--- src/rtl/datapath_pkg.sv ---
// Shared definitions for the control-word executor: FSM state encoding,
// status-flag bit positions and control-word field offsets.
package datapath_pkg;

    typedef enum logic [1:0] {
        IDLE   = 2'd0,
        EXEC   = 2'd1,
        COMMIT = 2'd2,
        RESP   = 2'd3
    } state_t;

    // Bit positions inside the packed {fov, fcarry, fneg, fzero} flag vector
    localparam int FOV    = 3;
    localparam int FCARRY = 2;
    localparam int FNEG   = 1;
    localparam int FZERO  = 0;

    // Field order inside cmd_word, LSB first: sr, multa, alu, multb, writer
    localparam int FLD_SR     = 0;
    localparam int FLD_MULTA  = 1;
    localparam int FLD_ALU    = 2;
    localparam int FLD_MULTB  = 3;
    localparam int FLD_WRITER = 4;

    function automatic int field_off(input int fld, input int sel_w);
        return fld * sel_w;
    endfunction

endpackage

--- src/rtl/settle_counter.sv ---
// Down-counter that times how long the datapath selects are held before
// the status flags are sampled. Loads a value, decrements to zero, then stops.
module settle_counter (
    input  logic       clk,
    input  logic       rst,
    input  logic       load,
    input  logic [3:0] load_val,
    input  logic       dec,
    output logic       zero
);

    logic [3:0] count_reg;

    always_ff @(posedge clk or posedge rst) begin
        if (rst) begin
            count_reg <= 4'd0;
        end else if (load) begin
            count_reg <= load_val;
        end else if (dec && (count_reg != 4'd0)) begin
            count_reg <= count_reg - 4'd1;
        end
    end

    assign zero = (count_reg == 4'd0);

endmodule

--- src/rtl/ctrl_word_executor.sv ---
// Executes one packed control word at a time: drives selects, pulses the
// register write enables, and returns the sampled flags on a response channel.
// Optional sticky flag accumulation: CTRL_WORD_EXECUTOR_STICKY_FLAGS_EN.
module ctrl_word_executor
    import datapath_pkg::*;
#(
    parameter int SEL_W  = 2,
    parameter int WR_W   = 4,
    parameter int SETTLE = 2
) (
    input  logic                  clk,
    input  logic                  rst,
    input  logic [4*SEL_W+WR_W-1:0] cmd_word,
    input  logic                  cmd_valid,
    output logic                  cmd_ready,
    output logic [3:0]            rsp_flags,
    output logic                  rsp_valid,
    input  logic                  rsp_ready,
    output logic                  busy,
    output logic [SEL_W-1:0]      selection_sr,
    output logic [SEL_W-1:0]      selection_multa,
    output logic [SEL_W-1:0]      selection_alu,
    output logic [SEL_W-1:0]      selection_multb,
    output logic [WR_W-1:0]       writer,
    input  logic                  fov,
    input  logic                  fcarry,
    input  logic                  fneg,
    input  logic                  fzero
`ifdef CTRL_WORD_EXECUTOR_STICKY_FLAGS_EN
    ,
    input  logic                  clr_sticky,
    output logic [3:0]            sticky_flags
`endif
);

    localparam int OFF_SR    = field_off(FLD_SR, SEL_W);
    localparam int OFF_MULTA = field_off(FLD_MULTA, SEL_W);
    localparam int OFF_ALU   = field_off(FLD_ALU, SEL_W);
    localparam int OFF_MULTB = field_off(FLD_MULTB, SEL_W);
    localparam int OFF_WR    = field_off(FLD_WRITER, SEL_W);

    // Only the low nibble of SETTLE is meaningful to the 4-bit counter
    localparam logic [3:0] SETTLE_LO   = SETTLE[3:0];
    localparam logic [3:0] SETTLE_LOAD = SETTLE_LO - 4'd1;

    state_t          state_reg;
    logic [WR_W-1:0] wr_hold_reg;
    logic [3:0]      flags_now;
    logic            accept;
    logic            cnt_load;
    logic            cnt_dec;
    logic            cnt_zero;
    logic            sample;

    always_comb begin
        flags_now         = 4'd0;
        flags_now[FOV]    = fov;
        flags_now[FCARRY] = fcarry;
        flags_now[FNEG]   = fneg;
        flags_now[FZERO]  = fzero;
    end

    assign accept   = (state_reg == IDLE) && cmd_valid && cmd_ready;
    assign cnt_load = accept;
    assign cnt_dec  = (state_reg == EXEC) && !cnt_zero;
    assign sample   = (state_reg == EXEC) && cnt_zero;
    assign busy     = (state_reg != IDLE);

    settle_counter u_settle (
        .clk      (clk),
        .rst      (rst),
        .load     (cnt_load),
        .load_val (SETTLE_LOAD),
        .dec      (cnt_dec),
        .zero     (cnt_zero)
    );

    always_ff @(posedge clk or posedge rst) begin
        if (rst) begin
            state_reg       <= IDLE;
            cmd_ready       <= 1'b0;
            rsp_flags       <= 4'd0;
            rsp_valid       <= 1'b0;
            selection_sr    <= '0;
            selection_multa <= '0;
            selection_alu   <= '0;
            selection_multb <= '0;
            writer          <= '0;
            wr_hold_reg     <= '0;
        end else begin
            case (state_reg)
                IDLE: begin
                    cmd_ready <= 1'b1;
                    if (accept) begin
                        cmd_ready       <= 1'b0;
                        selection_sr    <= cmd_word[OFF_SR +: SEL_W];
                        selection_multa <= cmd_word[OFF_MULTA +: SEL_W];
                        selection_alu   <= cmd_word[OFF_ALU +: SEL_W];
                        selection_multb <= cmd_word[OFF_MULTB +: SEL_W];
                        wr_hold_reg     <= cmd_word[OFF_WR +: WR_W];
                        state_reg       <= EXEC;
                    end
                end
                EXEC: begin
                    // Flags are taken before the write lands, so they describe the value being written
                    if (cnt_zero) begin
                        rsp_flags <= flags_now;
                        writer    <= wr_hold_reg;
                        state_reg <= COMMIT;
                    end
                end
                COMMIT: begin
                    writer          <= '0;
                    selection_sr    <= '0;
                    selection_multa <= '0;
                    selection_alu   <= '0;
                    selection_multb <= '0;
                    rsp_valid       <= 1'b1;
                    state_reg       <= RESP;
                end
                RESP: begin
                    if (rsp_ready) begin
                        rsp_valid <= 1'b0;
                        cmd_ready <= 1'b1;
                        state_reg <= IDLE;
                    end
                end
                default: state_reg <= IDLE;
            endcase
        end
    end

`ifdef CTRL_WORD_EXECUTOR_STICKY_FLAGS_EN
    // A clear that lands on a sample keeps just the fresh sample
    always_ff @(posedge clk or posedge rst) begin
        if (rst) begin
            sticky_flags <= 4'd0;
        end else if (clr_sticky) begin
            sticky_flags <= sample ? flags_now : 4'd0;
        end else if (sample) begin
            sticky_flags <= sticky_flags | flags_now;
        end
    end
`endif

endmodule
--- config.mk ---
export PLATFORM = sky130hd
export DESIGN_NAME = ctrl_word_executor
export DESIGN_NICKNAME = d
export VERILOG_FILES = /design/src/rtl/datapath_pkg.sv /design/src/rtl/settle_counter.sv /design/src/rtl/ctrl_word_executor.sv
export SDC_FILE = /design/constraint.sdc
export NUM_CORES = 1
export LEC_CHECK = 0
export ABC_AREA = 1
export CORE_AREA = 8 8 65 67
export DETAILED_ROUTE_END_ITERATION = 8
export DIE_AREA = 0 0 73 75
export PLACE_DENSITY = 0.72
export SLEW_MARGIN = 20
export SYNTH_ARGS = -nofsm -noshare
export SYNTH_HDL_FRONTEND = slang
export SYNTH_SLANG_ARGS = --single-unit
export TNS_END_PERCENT = 5
--- constraint.sdc ---
create_clock -name clk -period 3.01 [get_ports clk]
set_input_delay 0.7525 -clock clk [delete_from_list [all_inputs] [get_ports clk]]
set_output_delay 0.7525 -clock clk [all_outputs]
set_load 0.01 [all_outputs]
==> results of run 1 <==
area by class of cell:
| cell class | instances | share of cell area (%) |
|---|---|---|
| Sequential cell | 28 | 38.75 |
| Multi-Input combinational cell | 107 | 31.35 |
| Timing Repair Buffer | 39 | 21.45 |
| Inverter | 15 | 3.253 |
| Tap cell | 46 | 3.183 |
| Clock buffer | 4 | 2.007 |
worst max-delay path by stage:
stage | slack, ns | cells after the start | to
final | 0.48 | 4 | busy
after global placement | 0.89 | 4 | busy
after detailed placement | 0.85 | 4 | busy
after floorplan | 1.46 | 3 | busy
after CTS | 0.46 | 4 | busy
after global routing | 0.40 | 4 | busy
through the flow:
stage          util [%]  setup WS [ns]  instance area (um2)  instances  hold WS, ns
2_1_floorplan         -          1.464                 1338        151       0.4425
3_3_place_gp      54.82         0.8946                 1772        235       0.4597
3_5_place_dp      54.82         0.8493                 1772        235       0.4597
4_1_cts           55.94         0.4560                 1808        239       0.4946
5_1_grt           55.94         0.3962                 1808        239       0.5078
6_report          55.94         0.4750                 1808        239       0.4890
cell usage after synthesis, drive strengths merged:
cell	n	area share, %
nand2	59	17
dfrtp	28	52
nand3	23	9.5
inv	15	4.4
nor2	7	5.0
ha	6	5.6
a21oi	4	1.8
o21ai	4	1.5
nand4	3	1.4
buf	1	0.84
xor2	1	0.65
routing by layer:
| metal | routed length [um] | part of all wire, % |
|---|---|---|
| met4 | 36 | 1.2 |
| met3 | 323 | 11 |
| met1 | 1173 | 40 |
| met2 | 1434 | 48 |
| met5 | 0 | 0 |
tightest hold or removal path, cell delays in order (launching register included):
cell and delay [ns]:
dfrtp_1 0.37, nand2_1 0.06, nand2_1 0.05
power by group through the flow:
stage | registers [mW] | logic [mW] | clock network [mW]
after floorplan | 0.727 | 0.518 | 0
after global placement | 0.673 | 0.944 | 0
after detailed placement | 0.684 | 0.972 | 0
after CTS | 0.675 | 0.980 | 0.191
after global routing | 0.694 | 1.09 | 0.203
final | 0.674 | 0.958 | 0.185
kinds of logic (layout without fill, tap and decap cells):
family                   count (synthesis)  after routing
XOR/XNOR                                 1              1
adder cells (fa/ha/maj)                  6              6
AND/OR/NAND/NOR                         92             92
flip-flops                              28             28
buffers and inverters                   16             58
AO/OA/AOI/OAI                            8              8
==> impl_results.md, run 1 <==
- Syn Std Cell Area: 1338 um2
- DR DRC count: 0
- Drt pass-1 iters: 4
- Post-Syn Area per Cell: 8.858 um2
- Kind of end point of the critical path: primary output
- Global-route wire length before repair: 5285 um
- Clock Skew: 0.002681 ns
- Commonest non-fill, non-tap cell in the layout: nand2_1
- Commonest non-fill, non-tap cells in the layout: nand2_1 (57), clkdlybuf4s50_1 (38), dfrtp_1 (28)
- Status: finished clean
- Clk buf depth: 2
- Crit path launch type: flop
- FMAX: roughly 0.39 GHz
- Sequential-to-total area share from yosys stat: between 50 and 60%
- Placer Congestion: approximately 0.76
- Average wire per standard cell: between 10 and 15 um
- Post-synthesis compound-gate area fraction: approximately 3.3%
- Main combinational cell family by area after synthesis: simple AND/OR/NAND/NOR gates
- PwrDens: 1005 nW/um2
- Syn Inst Count: between 150 and 200
- Largest net degree at the start of global routing: 29
- DP HPWL: between 2000 and 2500 um
- Multi-input gate area: 566.8 um2
- Max Cap Viol: 0
- Sequential share of power: 37.1%
- Met3 usage: roughly 5.6%
- Cell variety after synth: 18
- Vias/cell: 4.732
- Die Ht: 75 um
- Storage element area: 700.7 um2
- Post-DRT Antenna Nets: 0
- Post-layout minimum cycle time: 2.535 ns
- CP max stage cell: clkdlybuf4s50_1
- Fillcell total: ~310
- Post-cts resize count: 0
- Setup violations, final: 0
- Met2 Track Usage GR: ~23%
- Grt met1 use: 11.24%
- Overflow after GRT: 0
- P&R area growth vs syn: 35.17%
- CTS Root Cell: clkbuf_4
- Final total power: 1.817 mW
- Port buffer count: 38
- Tightest Pin Transition: 0.3527 ns
- Lkg Pwr: 0.9143 nW
- CTS sink cnt: 28
- Die area: 5475 um2
- Synthesized net count: 177
- Cell Rows: 21
- Hold path start: wr_hold_reg[1]
- Hold Path End: wr_hold_reg[1]
- Core Region: 3232 um2
- CTS Buf Count: 3
- Cells along the critical path: inv_1 -> ha_1 -> inv_2 -> clkdlybuf4s50_1
- Flops & latches, synth: 28
- WP data arrival: between 1.5 and 2 ns
- Power Internal: 1.078 mW
- Reg2reg setup slack: 1.54 ns
- Chip width: 73 um
- Slew Limit Fails: 0
- Worst Path Buf+Inv: 3
- Reg clk slew, reported paths: 0.15 ns
- Max incr delay on CP: 0.56 ns
- Detailed-route via count: ~1.1k
- Hold path depth: 2
- HP Class: flop to flop
- NetSw: about 740 uW
- Synth warn: 0
- Synth Area in XOR/XNOR: 0.6548%
- Drt total wl: 2967 um
- Postcts setup bufs: 0
- Combinational share of power: 52.7%
- Slew margin rel.: between 70% and 80%
- Switching portion of total power: 40.67%
- Synth Area in Adders: 5.613%
- Initial antenna violation count: 0
- Htree depth: 1
- CP delay by family, top: buffers and inverters
- Crit. Startpoint: state_reg[0]
- Reg-to-Reg End: selection_multb[0]
- Share of cells above drive strength 1: under 10%
- Hold buffers post-CTS: 0
- Mux contribution to synthesized area: 0%
- Required @ worst endpoint: 2.26 ns
- Initial cell density of the core: between 40 and 50%
- Clock share of power: 10.2%
- # IOs: 39
- Global Route Usage Sum: about an eighth
- Ant. Diodes: 0
- Worst skew pair latency: 0.33 ns
- CP Class: flop to primary output
- 1st-iter DRT viols: 30
- Setup TNS: 0 ns
- VDD IR max: 0.0004691 V
- Vias in the first global route: 1,301
- CTS tree: built
- Tcrit/Tclk final: 84.22%
- Total Nets Final: 220
- Top Usage Layer GRT: met2
- Final hold violations: 0
- RSZ-0062 raised after global routing: no
- Crit-path max FO: 5
- Post-Synth Simple-Gate Area: around 33%
- Path depth of the worst reg2reg path: 5
- Worst flop-to-flop path startpoint: state_reg[0]
Power figures use the tool's default switching activity.
==> run 2, diff against run 1 <==
Settings changed: CORE_AREA 8 8 65 67 to 8 8 66 68, DIE_AREA 0 0 73 75 to 0 0 74 76, PLACE_DENSITY 0.72 to 0.73.
Clock period 3.01 ns to 2.1 ns, I/O delays scaled along.
==> impl_results.md, run 2 (synthesis gave the netlist of run 1 again) <==
- CTS Buf Count: 3
- CTS Root Cell: clkbuf_4
- Chip width: 74 um
- Tcrit/Tclk final: 91.79%
- Core Region: between 3000 and 4000 um2
- Die Ht: 76 um
- Reg clk slew, reported paths: approximately 0.15 ns
- Post-layout util: 53.49%
- Drt total wl: 2880 um
- Overflow after GRT: 0
- DP HPWL: 2205 um
- Commonest non-fill, non-tap cell in the layout: nand2_1
- Switching portion of total power: between 30% and 40%
- Max Cap Viol: 0
- Hold buffers post-CTS: 0
- Clock share of power: 12.9%
- Detailed-route via count: 1,089
- Clk buf depth: 2
- Average wire per standard cell: 11.85 um
- Power Internal: 1.647 mW
- PwrDens: 1466 nW/um2
- Storage element area: 700.7 um2
- Placer Congestion: 0.7882
- Initial antenna violation count: 0
- Initial cell density of the core: around 39%
- Lkg Pwr: a little over 0.9 nW
- NetSw: around 1.1 mW
- Tightest Pin Transition: between 0.3 and 0.4 ns
- Total Nets Final: 222
- Port buffer count: 38
- Vias in the first global route: 1,052
- Setup violations, final: 0
- Die area: roughly 5600 um2
- CTS tree: built
- Crit-path max FO: 5
- Ant. Diodes: 0
- Clock Skew: between 0.01 and 0.015 ns
- RSZ-0062 raised after global routing: no
- Worst skew pair latency: around 0.32 ns
- Final hold violations: 0
- Kind of end point of the critical path: primary output
- Vias/cell: approximately 4.5
- Commonest non-fill, non-tap cells in the layout: nand2_1 (57), clkdlybuf4s50_1 (37), dfrtp_1 (28)
- DR DRC count: 0
- Slew Limit Fails: 0
- WP data arrival: 1.40 ns
- P&R area growth vs syn: 37.61%
- CTS sink cnt: 28
- Sequential share of power: 35.2%
- Share of cells above drive strength 1: a little under 9%
- Fillcell total: 324
- Global Route Usage Sum: 10.53%
- Combinational share of power: 51.9%
- Post-layout minimum cycle time: 1.928 ns
- VDD IR max: 0.0008352 V
- FMAX: 0.5188 GHz
- Largest net degree at the start of global routing: 29
- CP Class: flop to primary output
- Crit path launch type: flop
- Slew margin rel.: between 70% and 80%
- Htree depth: 1
- Cell Rows: 22
- Drt pass-1 iters: 4
- Global-route wire length before repair: 4864 um
- HP Class: flop to flop
- Setup TNS: 0 ns
- Required @ worst endpoint: 1.57 ns
- Multi-input gate area: around 570 um2
- 1st-iter DRT viols: 76
- Post-DRT Antenna Nets: 0
- Status: finished clean
- # IOs: 39
run 2: cell types whose count changed in the layout (fill, tap and decap cells not counted):
cell             change
buf_4                +2
bufinv_16            +1
clkbuf_8             -1
clkdlybuf4s50_1      -1
dlygate4sd2_1        +1
run 2: final cells by class:
| type | count | share of cell area [%] |
|---|---|---|
| clock buffer | 3 | 1.224 |
| clock inverter | 1 | 1.632 |
| sequential | 28 | 38.07 |
| inverter | 15 | 3.195 |
| multi-input combinational | 107 | 30.80 |
| tap | 48 | 3.263 |
| timing repair buffer | 41 | 21.82 |
run 2: worst paths after layout:
check | start | end | slack, ns | depth (start not counted)
setup reg to reg | state_reg[0] | selection_multb[0] | 0.70 | 5
setup / recovery | state_reg[0] | busy | 0.17 | 4
hold reg to reg | wr_hold_reg[1] | wr_hold_reg[1] | 0.50 | 2
max in group asynchronous | rst | rsp_flags[3] | 1.29 | 3
hold / removal | wr_hold_reg[1] | wr_hold_reg[1] | 0.50 | 2
min in group asynchronous | rst | selection_multb[0] | 0.54 | 3
run 2: power by group through the flow:
stage	Clock [mW]	Sequential [mW]	Combinational, mW
after detailed placement	0	0.974	1.39
after floorplan	0	1.04	0.743
after global routing	0.383	0.987	1.57
after global placement	0	0.962	1.37
final	0.349	0.949	1.40
after CTS	0.365	0.951	1.43
run 2: repair_timing:
item / in CTS / in global routing
endpoints found under the setup margin: 1 / 0
setup buffers: 2 / 0
gates resized for setup: 1 / 0
run 2: per-layer routing:
layer  track usage [%]  up-vias  wire (um)
met2             16.46       34       1385
met5                 0        -          0
met1             13.19      482       1215
met3             3.947        2        270
li1                  -      571          -
met4             2.400        0          8
run 2: critical path, cell delays in order (launching register included):
cell	delay (ns)
dfrtp_1	0.37
inv_1	0.07
ha_1	0.23
inv_2	0.13
dlygate4sd2_1	0.29
run 2: metrics by stage:
| stage | total power, mW | cell area (um2) | cells | worst slack (ns) | hold slack (ns) |
|---|---|---|---|---|---|
| after CTS | 2.743 | 1841 | 243 | 0.1488 | 0.4970 |
| after global routing | 2.939 | 1841 | 243 | 0.05726 | 0.5201 |
| after floorplan | 1.784 | 1338 | 151 | 0.7751 | 0.4425 |
| final | 2.698 | 1841 | 243 | 0.1723 | 0.4954 |
| after global placement | 2.335 | 1774 | 237 | 0.2181 | 0.4534 |
| after detailed placement | 2.364 | 1774 | 237 | 0.1930 | 0.4598 |
==> run 3, diff against run 2 <==
--- a/config.mk
+++ b/config.mk
@@ -9,2 +9,3 @@
 export CORE_AREA = 8 8 66 68
+export CTS_CLUSTER_DIAMETER = 200
 export DETAILED_ROUTE_END_ITERATION = 8
--- a/constraint.sdc
+++ b/constraint.sdc
@@ -3,2 +3,2 @@
 set_output_delay 0.525 -clock clk [all_outputs]
-set_load 0.01 [all_outputs]
+set_load 0.1 [all_outputs]
==> impl_results.md, run 3 (synthesis gave the netlist of run 1 again) <==
- Die area: 5624 um2
- Die Ht: 76 um
- DP HPWL: around 2200 um
- Kind of end point of the critical path: primary output
- Crit-path max FO: 5
- CP Class: flop to primary output
- Worst skew pair latency: 0.33 ns
- Port buffer count: 38
- Hold buffers post-CTS: 0
- FMAX: 0.5042 GHz
- Hold path start: rsp_flags[1]
- Commonest non-fill, non-tap cell in the layout: nand2_1
- Hold Path End: rsp_flags[1]
- Global-route wire length before repair: 5168 um
- Htree depth: 1
- Detailed-route via count: 1,089
- Worst flop-to-flop path startpoint: state_reg[0]
- # IOs: 39
- Drt total wl: 2914 um
- Cell Rows: 22
- Reg clk slew, reported paths: 0.16 ns
- HP Class: flop to flop
- CTS Root Cell: clkbuf_4
- Setup TNS: 0 ns
- Overflow after GRT: 0
- Post-cts resize count: 0
- RSZ-0062 raised after global routing: no
- Max Cap Viol: 0
- Largest net degree at the start of global routing: 29
- Slew Limit Fails: 0
- Average wire per standard cell: 12.09 um
- Tcrit/Tclk final: 94.45%
- Required @ worst endpoint: ~1.6 ns
- Chip width: 74 um
- Global Route Usage Sum: 11.12%
- Hold path depth: 2
- CTS Buf Count: 3
- Postcts setup bufs: 0
- Path depth of the worst reg2reg path: 5
- Crit path launch type: flop
- Drt pass-1 iters: 4
- Post-layout minimum cycle time: 1.983 ns
- Ant. Diodes: 0
- Tightest Pin Transition: 0.3772 ns
- Placer Congestion: 0.7966
- 1st-iter DRT viols: 63
- Post-DRT Antenna Nets: 0
- Total Nets Final: 220
- Clock Skew: ~0.014 ns
- Core Region: approximately 3400 um2
- P&R area growth vs syn: 33.68%
- Share of cells above drive strength 1: 17.62%
- Commonest non-fill, non-tap cells in the layout: nand2_1 (57), dfrtp_1 (28), nand3_1 (22)
- Reg2reg setup slack: 0.61 ns
- Vias in the first global route: 1,179
- CTS sink cnt: 28
- Initial antenna violation count: 0
- Clk buf depth: 2
- Slew margin rel.: 74.85%
- Setup violations, final: 0
- DR DRC count: 0
- CTS tree: built
- Final hold violations: 0
- WP data arrival: 1.46 ns
- Vias/cell: ~4.5
- Reg-to-Reg End: selection_alu[1]
- Status: finished clean
- Initial cell density of the core: about two fifths
run 3: how the worst max path moves through the flow:
stage / from / to / slack [ns] / cells after the start
finish: state_reg[0] / busy / 0.12 / 4
global route: state_reg[0] / busy / 0.02 / 4
CTS: state_reg[0] / busy / 0.10 / 4
detailed placement: cmd_valid / selection_alu[0] / 0.40 / 7
global placement: cmd_valid / selection_alu[0] / 0.41 / 7
floorplan: cmd_ready / selection_alu[1] / 0.33 / 6
run 3: final cells by class:
cell class	instances	area (um2)
inverter	15	58.81
clock buffer	4	36.28
fill	323	1653
sequential	28	700.7
tap	48	60.06
timing repair buffer	39	365.4
multi-input combinational	107	566.8
run 3: per-layer routing:
layer | track usage (%) | up-vias | share of wire [%]
met5 | 0 | - | 0
met4 | 3.600 | 0 | 0.27
met3 | 3.026 | 2 | 6.9
met2 | 17.69 | 34 | 46
met1 | 13.92 | 488 | 46
li1 | - | 565 | -
run 3: critical path: stages, from the launching register on:
cell	delay, ns
dfrtp_1	0.43
inv_1	0.08
ha_1	0.24
inv_2	0.18
buf_12	0.20
run 3: through the flow:
stage | instance area (um2) | instances | hold WS [ns] | setup slack [ns] | utilization (%)
after detailed placement | 1752 | 237 | 0.4686 | 0.3983 | 50.91
after floorplan | 1338 | 151 | 0.4425 | 0.3275 | -
after CTS | 1788 | 241 | 0.5036 | 0.1005 | 51.96
final | 1788 | 241 | 0.4976 | 0.1166 | 51.96
after global routing | 1788 | 241 | 0.5241 | 0.01717 | 51.96
after global placement | 1752 | 237 | 0.4606 | 0.4125 | 50.91
Power of run 3 is not shown: default switching activity piles up to over one toggle a cycle in this logic, so the estimate is an artifact.
